### config.mk
export PLATFORM = sky130hd
export DESIGN_NAME = apb4_splitter
export DESIGN_NICKNAME = d
export VERILOG_FILES = /design/src/rtl/apb4_pkg.sv /design/src/rtl/apb4_addr_dec.sv /design/src/rtl/apb4_splitter.sv
export SDC_FILE = /design/constraint.sdc
export NUM_CORES = 1
export LEC_CHECK = 0
export CORE_AREA = 2 2 127 129
export CTS_BUF_LIST = sky130_fd_sc_hd__clkbuf_4 sky130_fd_sc_hd__clkbuf_8
export DETAILED_ROUTE_END_ITERATION = 8
export DIE_AREA = 0 0 129 131
export DONT_BUFFER_PORTS = 1
export GPL_TIMING_DRIVEN = 0
export PLACE_DENSITY_LB_ADDON = 0.3
export SETUP_SLACK_MARGIN = 0.05
export SLEW_MARGIN = 10
export SYNTH_ARGS = -nofsm -noshare
export SYNTH_HDL_FRONTEND = slang
export SYNTH_SLANG_ARGS = --single-unit
### constraint.sdc
create_clock -name pclk -period 1.9 [get_ports pclk]
set_input_delay 0.38 -clock pclk [delete_from_list [all_inputs] [get_ports pclk]]
set_output_delay 0.38 -clock pclk [all_outputs]
set_load 0.005 [all_outputs]
### src/rtl/apb4_pkg.sv
// Shared types and helpers for the APB4 1-to-N splitter.
package apb4_pkg;

  localparam int MAX_SLV = 16;

  typedef enum logic [1:0] {
    IDLE  = 2'd0,
    FWD   = 2'd1,
    NOSLV = 2'd2
  } apb4_split_st_e;

  // One-hot of idx within the first n positions; all zeros if idx is out of range.
  function automatic logic [MAX_SLV-1:0] onehot(input logic [3:0] idx, input int n);
    logic [MAX_SLV-1:0] v;
    v = '0;
    if (int'(idx) < n) v[idx] = 1'b1;
    return v;
  endfunction

endpackage

### src/rtl/apb4_addr_dec.sv
// Address window decoder: lowest-index window that matches (addr & mask) == base wins.
module apb4_addr_dec
  import apb4_pkg::*;
#(
  parameter int NUM_SLV = 4,
  parameter int ADDR_W  = 32,
  parameter int IDX_W   = 2,
  parameter logic [NUM_SLV-1:0][ADDR_W-1:0] SLV_BASE = '0,
  parameter logic [NUM_SLV-1:0][ADDR_W-1:0] SLV_MASK = '0
) (
  input  logic [ADDR_W-1:0]  addr,
  output logic               hit,
  output logic [IDX_W-1:0]   idx,
  output logic [NUM_SLV-1:0] sel
);

  logic [MAX_SLV-1:0] oh;

  always_comb begin
    hit = 1'b0;
    idx = '0;
    // Walk from the top down so the lowest matching index is the last writer.
    for (int i = NUM_SLV - 1; i >= 0; i--) begin
      if ((addr & SLV_MASK[i]) == SLV_BASE[i]) begin
        hit = 1'b1;
        idx = IDX_W'(i);
      end
    end
  end

  assign oh  = onehot(4'(idx), NUM_SLV);
  assign sel = hit ? oh[NUM_SLV-1:0] : '0;

endmodule

### src/rtl/apb4_splitter.sv
// APB4 1-to-N bridge: decodes the master address, forwards to one slave, muxes the
// response back, and answers unmapped or stalled accesses with an error.
module apb4_splitter
  import apb4_pkg::*;
#(
  parameter int NUM_SLV    = 4,
  parameter int ADDR_W     = 32,
  parameter int DATA_W     = 32,
  parameter logic [NUM_SLV-1:0][ADDR_W-1:0] SLV_BASE = '0,
  parameter logic [NUM_SLV-1:0][ADDR_W-1:0] SLV_MASK = '0,
  parameter int TMO_CYCLES = 255
) (
  input  logic                      pclk,
  input  logic                      presetn,
  input  logic [ADDR_W-1:0]         m_paddr,
  input  logic [2:0]                m_pprot,
  input  logic                      m_psel,
  input  logic                      m_penable,
  input  logic                      m_pwrite,
  input  logic [DATA_W-1:0]         m_pwdata,
  input  logic [DATA_W/8-1:0]       m_pstrb,
  output logic                      m_pready,
  output logic [DATA_W-1:0]         m_prdata,
  output logic                      m_pslverr,
  output logic [ADDR_W-1:0]         s_paddr,
  output logic [2:0]                s_pprot,
  output logic                      s_pwrite,
  output logic [DATA_W-1:0]         s_pwdata,
  output logic [DATA_W/8-1:0]       s_pstrb,
  output logic                      s_penable,
  output logic [NUM_SLV-1:0]        s_psel,
  input  logic [NUM_SLV-1:0]        s_pready,
  input  logic [NUM_SLV*DATA_W-1:0] s_prdata,
  input  logic [NUM_SLV-1:0]        s_pslverr,
  output logic                      dec_err_o,
  output logic                      tmo_err_o
);

  localparam int IDX_W = (NUM_SLV > 1) ? $clog2(NUM_SLV) : 1;
  localparam int CNT_W = (TMO_CYCLES > 0) ? $clog2(TMO_CYCLES + 1) : 1;
  localparam bit TMO_EN = (TMO_CYCLES != 0);
  localparam logic [CNT_W-1:0] CNT_MAX = '1;
  localparam logic [CNT_W-1:0] TMO_VAL = CNT_W'(TMO_CYCLES);

  apb4_split_st_e     state_q, state_d;
  logic [IDX_W-1:0]   sel_q, sel_d;
  logic [CNT_W-1:0]   cnt_q, cnt_d;

  logic               dec_hit;
  logic [IDX_W-1:0]   dec_idx;
  logic [NUM_SLV-1:0] dec_sel;
  logic [MAX_SLV-1:0] sel_oh_full;
  logic [DATA_W-1:0]  slv_rdata;

  apb4_addr_dec #(
    .NUM_SLV (NUM_SLV),
    .ADDR_W  (ADDR_W),
    .IDX_W   (IDX_W),
    .SLV_BASE(SLV_BASE),
    .SLV_MASK(SLV_MASK)
  ) u_dec (
    .addr(m_paddr),
    .hit (dec_hit),
    .idx (dec_idx),
    .sel (dec_sel)
  );

  assign s_paddr   = m_paddr;
  assign s_pprot   = m_pprot;
  assign s_pwrite  = m_pwrite;
  assign s_pwdata  = m_pwdata;
  assign s_pstrb   = m_pstrb;
  assign s_penable = m_penable;

  assign sel_oh_full = onehot(4'(sel_q), NUM_SLV);
  assign slv_rdata   = s_prdata[int'(sel_q)*DATA_W +: DATA_W];

  always_ff @(posedge pclk or negedge presetn) begin
    if (!presetn) begin
      state_q <= IDLE;
      sel_q   <= '0;
      cnt_q   <= '0;
    end else begin
      state_q <= state_d;
      sel_q   <= sel_d;
      cnt_q   <= cnt_d;
    end
  end

  // Handshake: a transfer is a setup cycle (psel & ~penable) followed by access cycles
  // (psel & penable); it completes in the access cycle where m_pready is 1, and the
  // response fields are only meaningful in that cycle.
  always_comb begin
    state_d   = state_q;
    sel_d     = sel_q;
    cnt_d     = cnt_q;
    s_psel    = '0;
    m_pready  = 1'b0;
    m_prdata  = '0;
    m_pslverr = 1'b0;
    dec_err_o = 1'b0;
    tmo_err_o = 1'b0;
    // Combinational outputs are forced quiet while reset is held.
    if (presetn) begin
      case (state_q)
        IDLE: begin
          if (m_psel && !m_penable) begin
            s_psel = dec_sel;
            if (dec_hit) begin
              sel_d   = dec_idx;
              state_d = FWD;
            end else begin
              state_d = NOSLV;
            end
          end else if (m_psel && m_penable) begin
            m_pready  = 1'b1;
            m_pslverr = 1'b1;
          end
        end
        FWD: begin
          if (!m_psel) begin
            state_d = IDLE;
            cnt_d   = '0;
          end else begin
            s_psel = sel_oh_full[NUM_SLV-1:0];
            if (m_penable) begin
              m_prdata  = slv_rdata;
              m_pslverr = s_pslverr[sel_q];
              if (s_pready[sel_q]) begin
                m_pready = 1'b1;
                state_d  = IDLE;
                cnt_d    = '0;
              end else if (TMO_EN && (cnt_q == TMO_VAL)) begin
                m_pready  = 1'b1;
                m_pslverr = 1'b1;
                m_prdata  = '0;
                tmo_err_o = 1'b1;
                state_d   = IDLE;
                cnt_d     = '0;
              end else if (cnt_q != CNT_MAX) begin
                cnt_d = cnt_q + 1'b1;
              end
            end
          end
        end
        NOSLV: begin
          if (!m_psel) begin
            state_d = IDLE;
          end else if (m_penable) begin
            m_pready  = 1'b1;
            m_pslverr = 1'b1;
            dec_err_o = 1'b1;
            state_d   = IDLE;
          end
        end
        default: state_d = IDLE;
      endcase
    end
  end

endmodule

## Yosys cells after proc, flatten, opt, wreduce, memory -nomap -nowiden

Index checks and enable logic that the tools add are counted.

- Register bits after elaboration: 10
- Input bits: 212
- Logic and storage cells: 65

- Add/sub/neg operators: 1
- Equal/unequal tests: 10
- Muxes and demuxes: 46
- Reductions and logical operators: 6

Operators by type and width:

| operator | count |
|---|---|
| 32-bit two-way mux | 6 |
| 8-bit two-way mux | 5 |
| 1-bit two-way mux | 24 |
| 2-bit two-way mux | 7 |
| 8-bit by 1-bit adder with 8-bit output, second input constant | 1 |
| 8-bit equality test, second input constant | 1 |
| 8-bit inequality test, second input constant | 1 |
| 3-bit inequality test, second input constant | 2 |
| 1-bit one-hot mux with 3 select lines | 2 |
| 2-bit one-hot mux with 3 select lines | 1 |
| 5-bit AND reduction | 1 |
| 4-bit by 1-bit inequality test with 1-bit output, second input constant | 1 |
| 4-bit inequality test, second input constant | 1 |
| 4-bit AND reduction | 1 |
| 2-bit by 1-bit equality test with 1-bit output, second input constant | 1 |
| 2-bit equality test, second input constant | 1 |
| 1-bit logical AND | 2 |
| 2-bit logical NOT | 1 |
| 2-bit by 1-bit inequality test with 1-bit output, second input constant | 1 |
| 2-bit inequality test, second input constant | 1 |
| 1-bit one-hot mux with 2 select lines | 1 |
| 1-bit logical NOT | 1 |

## Logic depth before layout (Yosys ltp)

Gate-level depths: netlist of the first run.

- Depth after elaboration: 7
- Gate-level depth with buffers: 7
- Depth with buffers taken out: 5

## Hierarchy

From an unflattened synthesis of the first run, not the netlist that was laid out.

- Cell total of the unflattened synthesis: 260
- Area, all modules: 2486.1 um^2

By module, submodules not included:

| module | times used | cells each | area each (um^2) | sequential area each (um^2) |
|---|---|---|---|---|
| apb4_splitter | 1 | 251 | 2426.1 | 300.3 |
| apb4_addr_dec | 1 | 9 | 60.1 | 0.0 |

## Worst setup path after synthesis of the first run

No wires, ideal clock.

- Path kind: register to output
- Start point: register cnt_q[0]
- End point: output port m_prdata[10]
- Arrival: 1.519 ns
- Required time: 1.520 ns
- Setup slack: 0.001 ns
- Cell stages (with the launch flop): 8
- Path through: dfrtp_1 -> ha_1 -> and3_1 -> buf_6 -> nand4_2 -> o211a_2 -> buf_6 -> and2_1

- Word-level cells in the longest chain between the ends: 7

Ends and longest elaborated chain:

| what | RTL line | source |
|---|---|---|
| start: declaration | apb4_splitter.sv:47 | `logic [CNT_W-1:0] cnt_q, cnt_d;` |
| start signal: assignment | apb4_splitter.sv:86 | `cnt_q <= cnt_d;` |
| 8-bit equality test | apb4_splitter.sv:133 | `end else if (TMO_EN && (cnt_q == TMO_VAL)) begin` |
| 32-bit two-way mux | apb4_splitter.sv:133 |  |
| 32-bit two-way mux | apb4_splitter.sv:129 | `if (s_pready[sel_q]) begin` |
| 32-bit two-way mux | apb4_splitter.sv:126 | `if (m_penable) begin` |
| 32-bit two-way mux | apb4_splitter.sv:121 | `if (!m_psel) begin` |
| 32-bit two-way mux | apb4_splitter.sv:105 | `case (state_q)` |
| 32-bit two-way mux | apb4_splitter.sv:104 | `if (presetn) begin` |
| end: declaration | apb4_splitter.sv:23 | `output logic [DATA_W-1:0] m_prdata,` |

No other way between the ends.

## Final worst setup path of the first run

- Start point: register cnt_q[1]
- End point: output port m_prdata[24]

The elaborated chain is that of the path after synthesis.

==> results of run 1 <==
-- layout by cell type, fill, tap and decap left out, drive strengths merged, types with 4 or more instances in the layout --
master / instances
o21ai: 8
nand2: 7
buf: 92
nand3: 4
and2: 33
clkbuf: 5
conb: 4
inv: 4
nor2: 4
dfrtp: 9
-- how the worst min path moves through the flow --
stage               slack [ps]      start                      to
finish                     230  m_penable  state_q[0]$_DFFE_PN0P_
floorplan                   80    presetn    cnt_q[0]$_DFFE_PN0P_
global route               230  m_penable  state_q[0]$_DFFE_PN0P_
CTS                        230  m_penable  state_q[0]$_DFFE_PN0P_
global placement            90    presetn    cnt_q[6]$_DFFE_PN0P_
detailed placement          90    presetn    cnt_q[6]$_DFFE_PN0P_
-- what timing repair did --
item                                    in CTS  in global routing
pin swaps                                    3                 36
hold buffers                                 1                  0
endpoints found under the setup margin      35                 36
gates cloned                                 0                  3
hold endpoints to repair                     9                  0
setup buffers                                6                  4
resized for setup                           29                 16
-- metal layers --
| metal | vias to the layer above | share of wire [%] | global-route usage [%] |
|---|---|---|---|
| met5 | - | 0 | 0 |
| met4 | 0 | 4.1 | 3.26 |
| met3 | 12 | 11 | 1.02 |
| met2 | 148 | 55 | 8.96 |
| met1 | 553 | 31 | 4.93 |
| li1 | 536 | - | - |
-- cell type report --
cell class | count | area (sq um) | share of cell area, %
multi-input combinational | 86 | 657 | 33.7
buffer | 81 | 616 | 31.6
tap | 216 | 270 | 13.9
sequential | 9 | 225 | 11.6
timing repair buffer | 13 | 115 | 5.90
clock buffer | 4 | 48.8 | 2.50
inverter | 4 | 15.0 | 0.770
antenna | 1 | 2.50 | 0.128
-- metrics by stage --
step | instance area, sq um | instances | util, % | hold slack, ps
after floorplan | 1420 | 181 | - | 84.4
after global placement | 1690 | 397 | 10.9 | 85.7
after detailed placement | 1690 | 397 | 10.9 | 85.8
after CTS | 1880 | 408 | 12.0 | 234
after global routing | 1950 | 414 | 12.5 | 233
final | 1950 | 414 | 12.5 | 231
-- power by group through the flow --
stage | logic, mW | clock network [mW] | registers [mW]
floorplan | 0.188 | 0 | 0.228
global placement | 0.216 | 0 | 0.231
detailed placement | 0.215 | 0 | 0.232
CTS | 0.239 | 0.253 | 0.227
global route | 0.272 | 0.263 | 0.229
finish | 0.247 | 0.251 | 0.228
-- registers in the layout, indices dropped and copies added (netlist names) --
signal,cells
cnt_q,8
state_q,1
-- kinds of logic after synthesis --
family	after synthesis	share of synthesized area (%)
fa+ha+maj	1	0.898
other cells	1	0.269
mux	1	0.809
flops	9	16.2
simple gates	58	24.5
compound gates	22	11.2
buf+inv	86	46.1
==> flow_metrics.tcl, run 1 <==
set metrics [dict create \
    die-area_sq_mm 0.0169 \
    hold_depth 1 \
    maxCapViolCount 0 \
    pwr-share-seq_pct 31.4 \
    boundaryPins 325 \
    setup_violations 35 \
    start_kind "flop" \
    synth_edf_count 0 \
    crit_path_max_incr_delay_ps 360 \
    relSlewSlack_pct 51.3 \
    crit_fanout 8 \
    worstPathRequired_ps 1520 \
    arrival_ps 1760 \
    route.final.wire_length_mm 4.95 \
    p_total_mw 0.725 \
    start_util_pct 8.93 \
    ys_warn_count 0 \
    min_period_ps 2140 \
    yosysMostFrequentCell "buf_4" \
    critical_path_class "reg -> out" \
    clock_latency_ps 240 \
    num_vias 1249 \
    drive_gt1_share_pct 69.0 \
    drc 0 \
    synth_common_cells "buf_4 (77), and2_1 (33), dfrtp_1 (9), o21ai_0 (8), nand2_1 (7)" \
    setup_ws_ps -240 \
    netlist-cell-type-count 30 \
    r2r_slack_ps 140 \
    overflow 0 \
    hp-class "in -> reg" \
    finalCritPeriodShare_pct 113 \
    antenna_found_initial 1 \
    clk_pin_slew_ps 50 \
    hold_viol 0 \
    p_switching_mw 0.204 \
    cp-end-kind "output pin" \
    vdd_drop_max_mv 0.112 \
    synth_top_area_share_pct 41.5 \
    synth-main-ff-cell "dfrtp_1" \
    tns_ps -7560 \
    status "finished with violations" \
    postRouteAntennaNets 0 \
    port_buffers 0 \
    intPower_mw 0.521 \
    fmax_mhz 467 \
    fp.dieW_um 129 \
    place_ws_ps -212 \
    grt_pass1_wl_mm 5.95 \
    cts_root_buf "clkbuf_8" \
    clock-sinks 9 \
    synthCells 178 \
    die_y_um 131 \
    critical-path-slowest-cell "dfrtp_1" \
    worstMarginPinSlew_ps 727 \
    p_leak_nw 0.889 \
    yosys.area.top_type "buf_4" \
    crit_chain "ha_2 -> and3_4 -> nand4_4 -> o211a_4 -> buf_6 -> and2_4" \
    firstDrtPassIters 4 \
    skew_ps 5.78 \
    grt_pass1_vias 1102 \
    place_hpwl_mm 3.91 \
    grt_max_degree 11 \
    core_sq_mm 0.0156 \
    avgSynthCellArea_sq_um 7.82 \
    synth-seq-cells 9 \
    drtIter0Drc 47 \
    rr_endpoint "cnt_q[7]$_DFFE_PN0P_" \
    reg2reg_depth 6 \
    rows 46 \
    worstSetupStartpoint "cnt_q[1]$_DFFE_PN0P_" \
    htree_levels 1 \
    synth_area_sq_mm 0.00139 \
    clockPowerShare_pct 34.6 \
    slew_viol_final 0 \
    swShare_pct 28.1 \
    violations "setup timing" \
    ys_seq_area_share_pct 16.2 \
    cts.path.max_buffers 2 \
    cts_tree "yes" \
    critical_path.top_delay_family "simple AND/OR/NAND/NOR gates" \
    area_growth_pct 40.0 \
    path_depth 6 \
    place_congestion 0.897 \
    fill_cells 1776 \
    nets 411 \
    wl_per_cell_um 12.0 \
    rsz0062_at_grt "yes" \
    crit_end "m_prdata[24]" \
    ys_async_sr_fraction_pct 100 \
    power_density_mw_per_mm2 372 \
    r2r_start "cnt_q[0]$_DFFE_PN0P_" \
    grt_util_all_layers_pct 4.85 \
    via_per_inst 3.02 \
    path_buf_inv 1 \
    ys_top_cells_by_area "buf_4 (42%), dfrtp_1 (16%), and2_1 (15%)" \
    numCtsBuffers 3 \
    pwr-share-comb_pct 34.0 \
]
(Power assumes the default switching activity.)
==> run 2, diff against run 1 <==
==> constraint.sdc (replaced) <==
create_clock -name pclk -period 1.9 [get_ports pclk]
set_input_delay 0.38 -clock pclk [delete_from_list [all_inputs] [get_ports pclk]]
set_output_delay 0.38 -clock pclk [all_outputs]
set_load 0.1 [all_outputs]
==> flow_metrics.tcl, run 2 (synthesis results as in run 1) <==
set metrics [dict create \
    status "finished with violations" \
    violations "setup timing" \
    drtIter0Drc 14 \
    start_kind "flop" \
    power_density_mw_per_mm2 730 \
    largest_register "cnt_q" \
    worstPathRequired_ps 1520 \
    cp-end-kind "output pin" \
    die_y_um 131 \
    final_common_cell "buf_4" \
    maxCapViolCount 0 \
    setup_violations 35 \
    p_leak_nw 0.904 \
    clock-sinks 9 \
    place_hpwl_mm 4.04 \
    clk_pin_slew_ps 50 \
    place_ws_ps -466 \
    cts.path.max_buffers 2 \
    n_antenna_cell 0 \
    firstDrtPassIters 4 \
    postRouteAntennaNets 0 \
    design_area_sq_mm 0.00198 \
    fp.dieW_um 129 \
    hp-class "in -> reg" \
    grt_util_all_layers_pct 4.76 \
    area_growth_pct 42.4 \
    tns_ps -11650 \
    port_buffers 0 \
    p_total_mw 1.45 \
    grt_max_degree 11 \
    route.final.wire_length_mm 4.84 \
    core_sq_mm 0.0156 \
    wl_per_cell_um 11.7 \
    fmax_mhz 441 \
    start_util_pct 8.93 \
    clock_latency_ps 230 \
    arrival_ps 1890 \
    antenna_found_initial 1 \
    skew_ps 1.47 \
    place_area_sq_mm 0.00179 \
    cts_tree "yes" \
    cts_root_buf "clkbuf_8" \
    hold_viol 0 \
    via_per_inst 2.93 \
    vdd_drop_max_mv 0.297 \
    fill_cells 1765 \
    min_period_ps 2270 \
    drive_gt1_share_pct 71.7 \
    relSlewSlack_pct 48.1 \
    drc 0 \
    reg_top3 "cnt_q x8, state_q x1" \
    numCtsBuffers 3 \
    nets 412 \
    grt_pass1_vias 1018 \
    die-area_sq_mm 0.0169 \
    rows 46 \
    htree_levels 1 \
    boundaryPins 325 \
    place_congestion 0.763 \
    num_vias 1212 \
    grt_pass1_wl_mm 5.96 \
    overflow 0 \
    rsz0062_at_grt "yes" \
    critical_path_class "reg -> out" \
    worstMarginPinSlew_ps 775 \
    final_cell_mix "buf_4 (86), and2_4 (32), dfrtp_1 (9), o21ai_0 (8)" \
    finalCritPeriodShare_pct 119 \
    setup_ws_ps -369 \
    slew_viol_final 0 \
    largest_register_ffs 8 \
    crit_fanout 3 \
]
## run 2: per-stage QoR
| step | hold WS (ps) | util, % | cells |
|---|---|---|---|
| after floorplan | 84.4 | - | 181 |
| after global placement | 84.8 | 11.5 | 397 |
| after detailed placement | 84.8 | 11.5 | 397 |
| after CTS | 239 | 12.6 | 411 |
| after global routing | 249 | 12.7 | 414 |
| final | 240 | 12.7 | 414 |
## run 2: per-layer routing
layer | share of wire, % | track usage (%)
met5 | 0.14 | 0
met4 | 0.52 | 1.28
met3 | 14 | 2.52
met2 | 46 | 7.25
met1 | 40 | 5.89
## run 2: final cells by class
type / instances / area [sq um] / area share [%]
Multi-Input combinational cell: 86 / 686 / 34.6
Buffer: 81 / 616 / 31.0
Tap cell: 216 / 270 / 13.6
Sequential cell: 9 / 225 / 11.4
Timing Repair Buffer: 14 / 123 / 6.18
Clock buffer: 4 / 48.8 / 2.46
Inverter: 4 / 15.0 / 0.757
## run 2: critical path: stages, from the launching register on
cell and delay (ps):
dfrtp_1 370, ha_2 200, and3_4 210, nand4_4 120, buf_4 180, a21boi_4 590
## run 2: power breakdown
group	internal [mW]	total [mW]	switching, mW	leakage (nW)
clock network	0.161	0.244	0.0832	0.0262
registers	0.207	0.229	0.0217	0.121
logic	0.164	0.975	0.811	0.757
total	0.532	1.45	0.916	0.904
## run 2: final timing paths
kind	slack [ps]	depth (start not counted)	to	from
min in group asynchronous	530	1	state_q[0]$_DFFE_PN0P_	presetn
max reg2reg	170	6	cnt_q[7]$_DFFE_PN0P_	cnt_q[0]$_DFFE_PN0P_
min	240	1	state_q[0]$_DFFE_PN0P_	m_penable
max	-370	5	m_pready	cnt_q[0]$_DFFE_PN0P_
max in group asynchronous	1070	1	cnt_q[2]$_DFFE_PN0P_	presetn
min reg2reg	500	1	cnt_q[4]$_DFFE_PN0P_	cnt_q[4]$_DFFE_PN0P_
## run 2: what timing repair did
action | 4_1_cts | 5_1_grt
hold endpoints to repair | 9 | 0
cloned | 3 | 0
endpoints found under the setup margin | 37 | 36
resized for setup | 13 | 1
pin swaps | 12 | 11
buffers inserted | 6 | 5
hold buffers | 1 | 0
==> run 3, diff against run 2 <==
--- a/config.mk
+++ b/config.mk
@@ -5,10 +5,10 @@
 export SDC_FILE = /design/constraint.sdc
 export NUM_CORES = 1
 export LEC_CHECK = 0
-export CORE_AREA = 2 2 127 129
+export CORE_AREA = 2 2 128 130
 export CTS_BUF_LIST = sky130_fd_sc_hd__clkbuf_4 sky130_fd_sc_hd__clkbuf_8
 export DETAILED_ROUTE_END_ITERATION = 8
-export DIE_AREA = 0 0 129 131
+export DIE_AREA = 0 0 130 132
 export DONT_BUFFER_PORTS = 1
 export GPL_TIMING_DRIVEN = 0
 export PLACE_DENSITY_LB_ADDON = 0.3
==> flow_metrics.tcl, run 3 (synthesis results as in run 1) <==
set metrics [dict create \
    rows 46 \
    slew_viol_final 0 \
    dp.cells 397 \
    final_cell_mix "buf_4 (84), and2_4 (32), dfrtp_1 (9), o21ai_0 (8)" \
    cts.path.max_buffers 2 \
    boundaryPins 325 \
    design_area_sq_mm 0.00197 \
    cts_tree "yes" \
    arrival_ps 1860 \
    place_area_sq_mm 0.00179 \
    instances_no_fill 412 \
    largest_register "cnt_q" \
    finalCritPeriodShare_pct 118 \
    htree_levels 1 \
    core_sq_mm 0.0157 \
    n_antenna_cell 0 \
    clk_pin_slew_ps 50 \
    final_util_pct 12.5 \
    fmax_mhz 447 \
    maxCapViolCount 0 \
    grt_util_all_layers_pct 5.66 \
    min_period_ps 2240 \
    nets 410 \
    setup_ws_ps -339 \
    route.final.wire_length_mm 5.43 \
    crit_fanout 4 \
    status "finished with violations" \
    fp.dieW_um 130 \
    drive_gt1_share_pct 70.9 \
    relSlewSlack_pct 50.9 \
    start_util_pct 8.86 \
    hold_viol 0 \
    power_density_mw_per_mm2 742 \
    via_per_inst 2.97 \
    clock_latency_ps 240 \
    antenna_found_initial 3 \
    worstPathRequired_ps 1520 \
    place_hpwl_mm 4.71 \
    drtIter0Drc 12 \
    setup_violations 35 \
    final_common_cell "buf_4" \
    cts_root_buf "clkbuf_8" \
    hp-class "in -> reg" \
    grt_max_degree 11 \
    drc 0 \
    wl_per_cell_um 13.2 \
    clock-sinks 9 \
    seqCellArea_sq_um 225 \
    reg_top3 "cnt_q x8, state_q x1" \
    grt_pass1_vias 1219 \
    critical_path_class "reg -> out" \
    die_y_um 132 \
    start_kind "flop" \
    p_leak_nw 0.896 \
    violations "setup timing" \
    postRouteAntennaNets 0 \
    worstMarginPinSlew_ps 734 \
    rsz0062_at_grt "yes" \
    die-area_sq_mm 0.0172 \
    grt_pass1_wl_mm 7.20 \
    firstDrtPassIters 2 \
    numCtsBuffers 3 \
    area_growth_pct 41.4 \
    p_total_mw 1.46 \
    cp-end-kind "output pin" \
    overflow 0 \
    fill_cells 1823 \
    port_buffers 0 \
    skew_ps 1.05 \
    multiInputGateArea_sq_um 687 \
    largest_register_ffs 8 \
    vdd_drop_max_mv 0.271 \
    place_congestion 0.757 \
    num_vias 1222 \
]
-- run 3: cell count changes in the layout (fill, tap and decap cells not counted) --
cell | previous run | this run
buf_4 | 86 | 84
nor2b_2 | 1 | 0
nor2b_4 | 0 | 1
or4_1 | 0 | 1
or4_4 | 1 | 0
-- run 3: report_power, final --
part	leakage (nW)	internal, mW	switching, mW	total (mW)
Combinational	0.749	0.168	0.817	0.985
Sequential	0.121	0.207	0.0212	0.228
Clock	0.0262	0.161	0.0859	0.247
-- run 3: layer usage --
| layer | routed length, um | track usage [%] | up-vias |
|---|---|---|---|
| met4 | 33 | 0.956 | 6 |
| met5 | 33 | 0 | - |
| li1 | - | - | 531 |
| met3 | 1200 | 5.19 | 9 |
| met2 | 2310 | 8.93 | 134 |
| met1 | 1860 | 5.59 | 542 |
-- run 3: metrics by stage --
step | setup WS, ps | hold WS, ps | setup TNS (ps)
4_1_cts | -467 | 230 | -15720
2_1_floorplan | -355 | 84.4 | -6840
3_3_place_gp | -460 | 84.8 | -14920
5_1_grt | -423 | 243 | -14110
6_report | -339 | 236 | -11040
3_5_place_dp | -485 | 84.8 | -15720
-- run 3: worst paths after layout --
kind,startpoint,endpoint,slack [ps],cells past startpoint
worst max-delay path,cnt_q[0]$_DFFE_PN0P_,m_pready,-340,5
worst min-delay path,m_penable,state_q[0]$_DFFE_PN0P_,240,1
worst max register to register,cnt_q[0]$_DFFE_PN0P_,cnt_q[7]$_DFFE_PN0P_,140,6
max in group asynchronous,presetn,cnt_q[2]$_DFFE_PN0P_,1060,1
worst min register to register,cnt_q[2]$_DFFE_PN0P_,cnt_q[2]$_DFFE_PN0P_,510,1
min in group asynchronous,presetn,cnt_q[3]$_DFFE_PN0P_,530,1
-- run 3: worst max-delay path: stages (launching register included) --
cell	delay [ps]
dfrtp_1	350
ha_2	190
and3_4	200
nand4_4	100
buf_4	190
a21boi_4	590
-- run 3: area by class of cell --
type,count,share of cell area (%)
Multi-Input combinational cell,86,34.9
Buffer,81,31.3
Tap cell,216,13.7
Sequential cell,9,11.4
Timing Repair Buffer,12,5.46
Clock buffer,4,2.48
Inverter,4,0.762
-- run 3: repair_timing --
item                                    in CTS  in global routing
hold endpoints to repair                     9                  0
cloned                                       3                  0
endpoints found under the setup margin      37                 36
pin swaps                                   13                 11
buffers inserted                             7                  1
hold buffers                                 1                  0
resized for setup                           13                  1
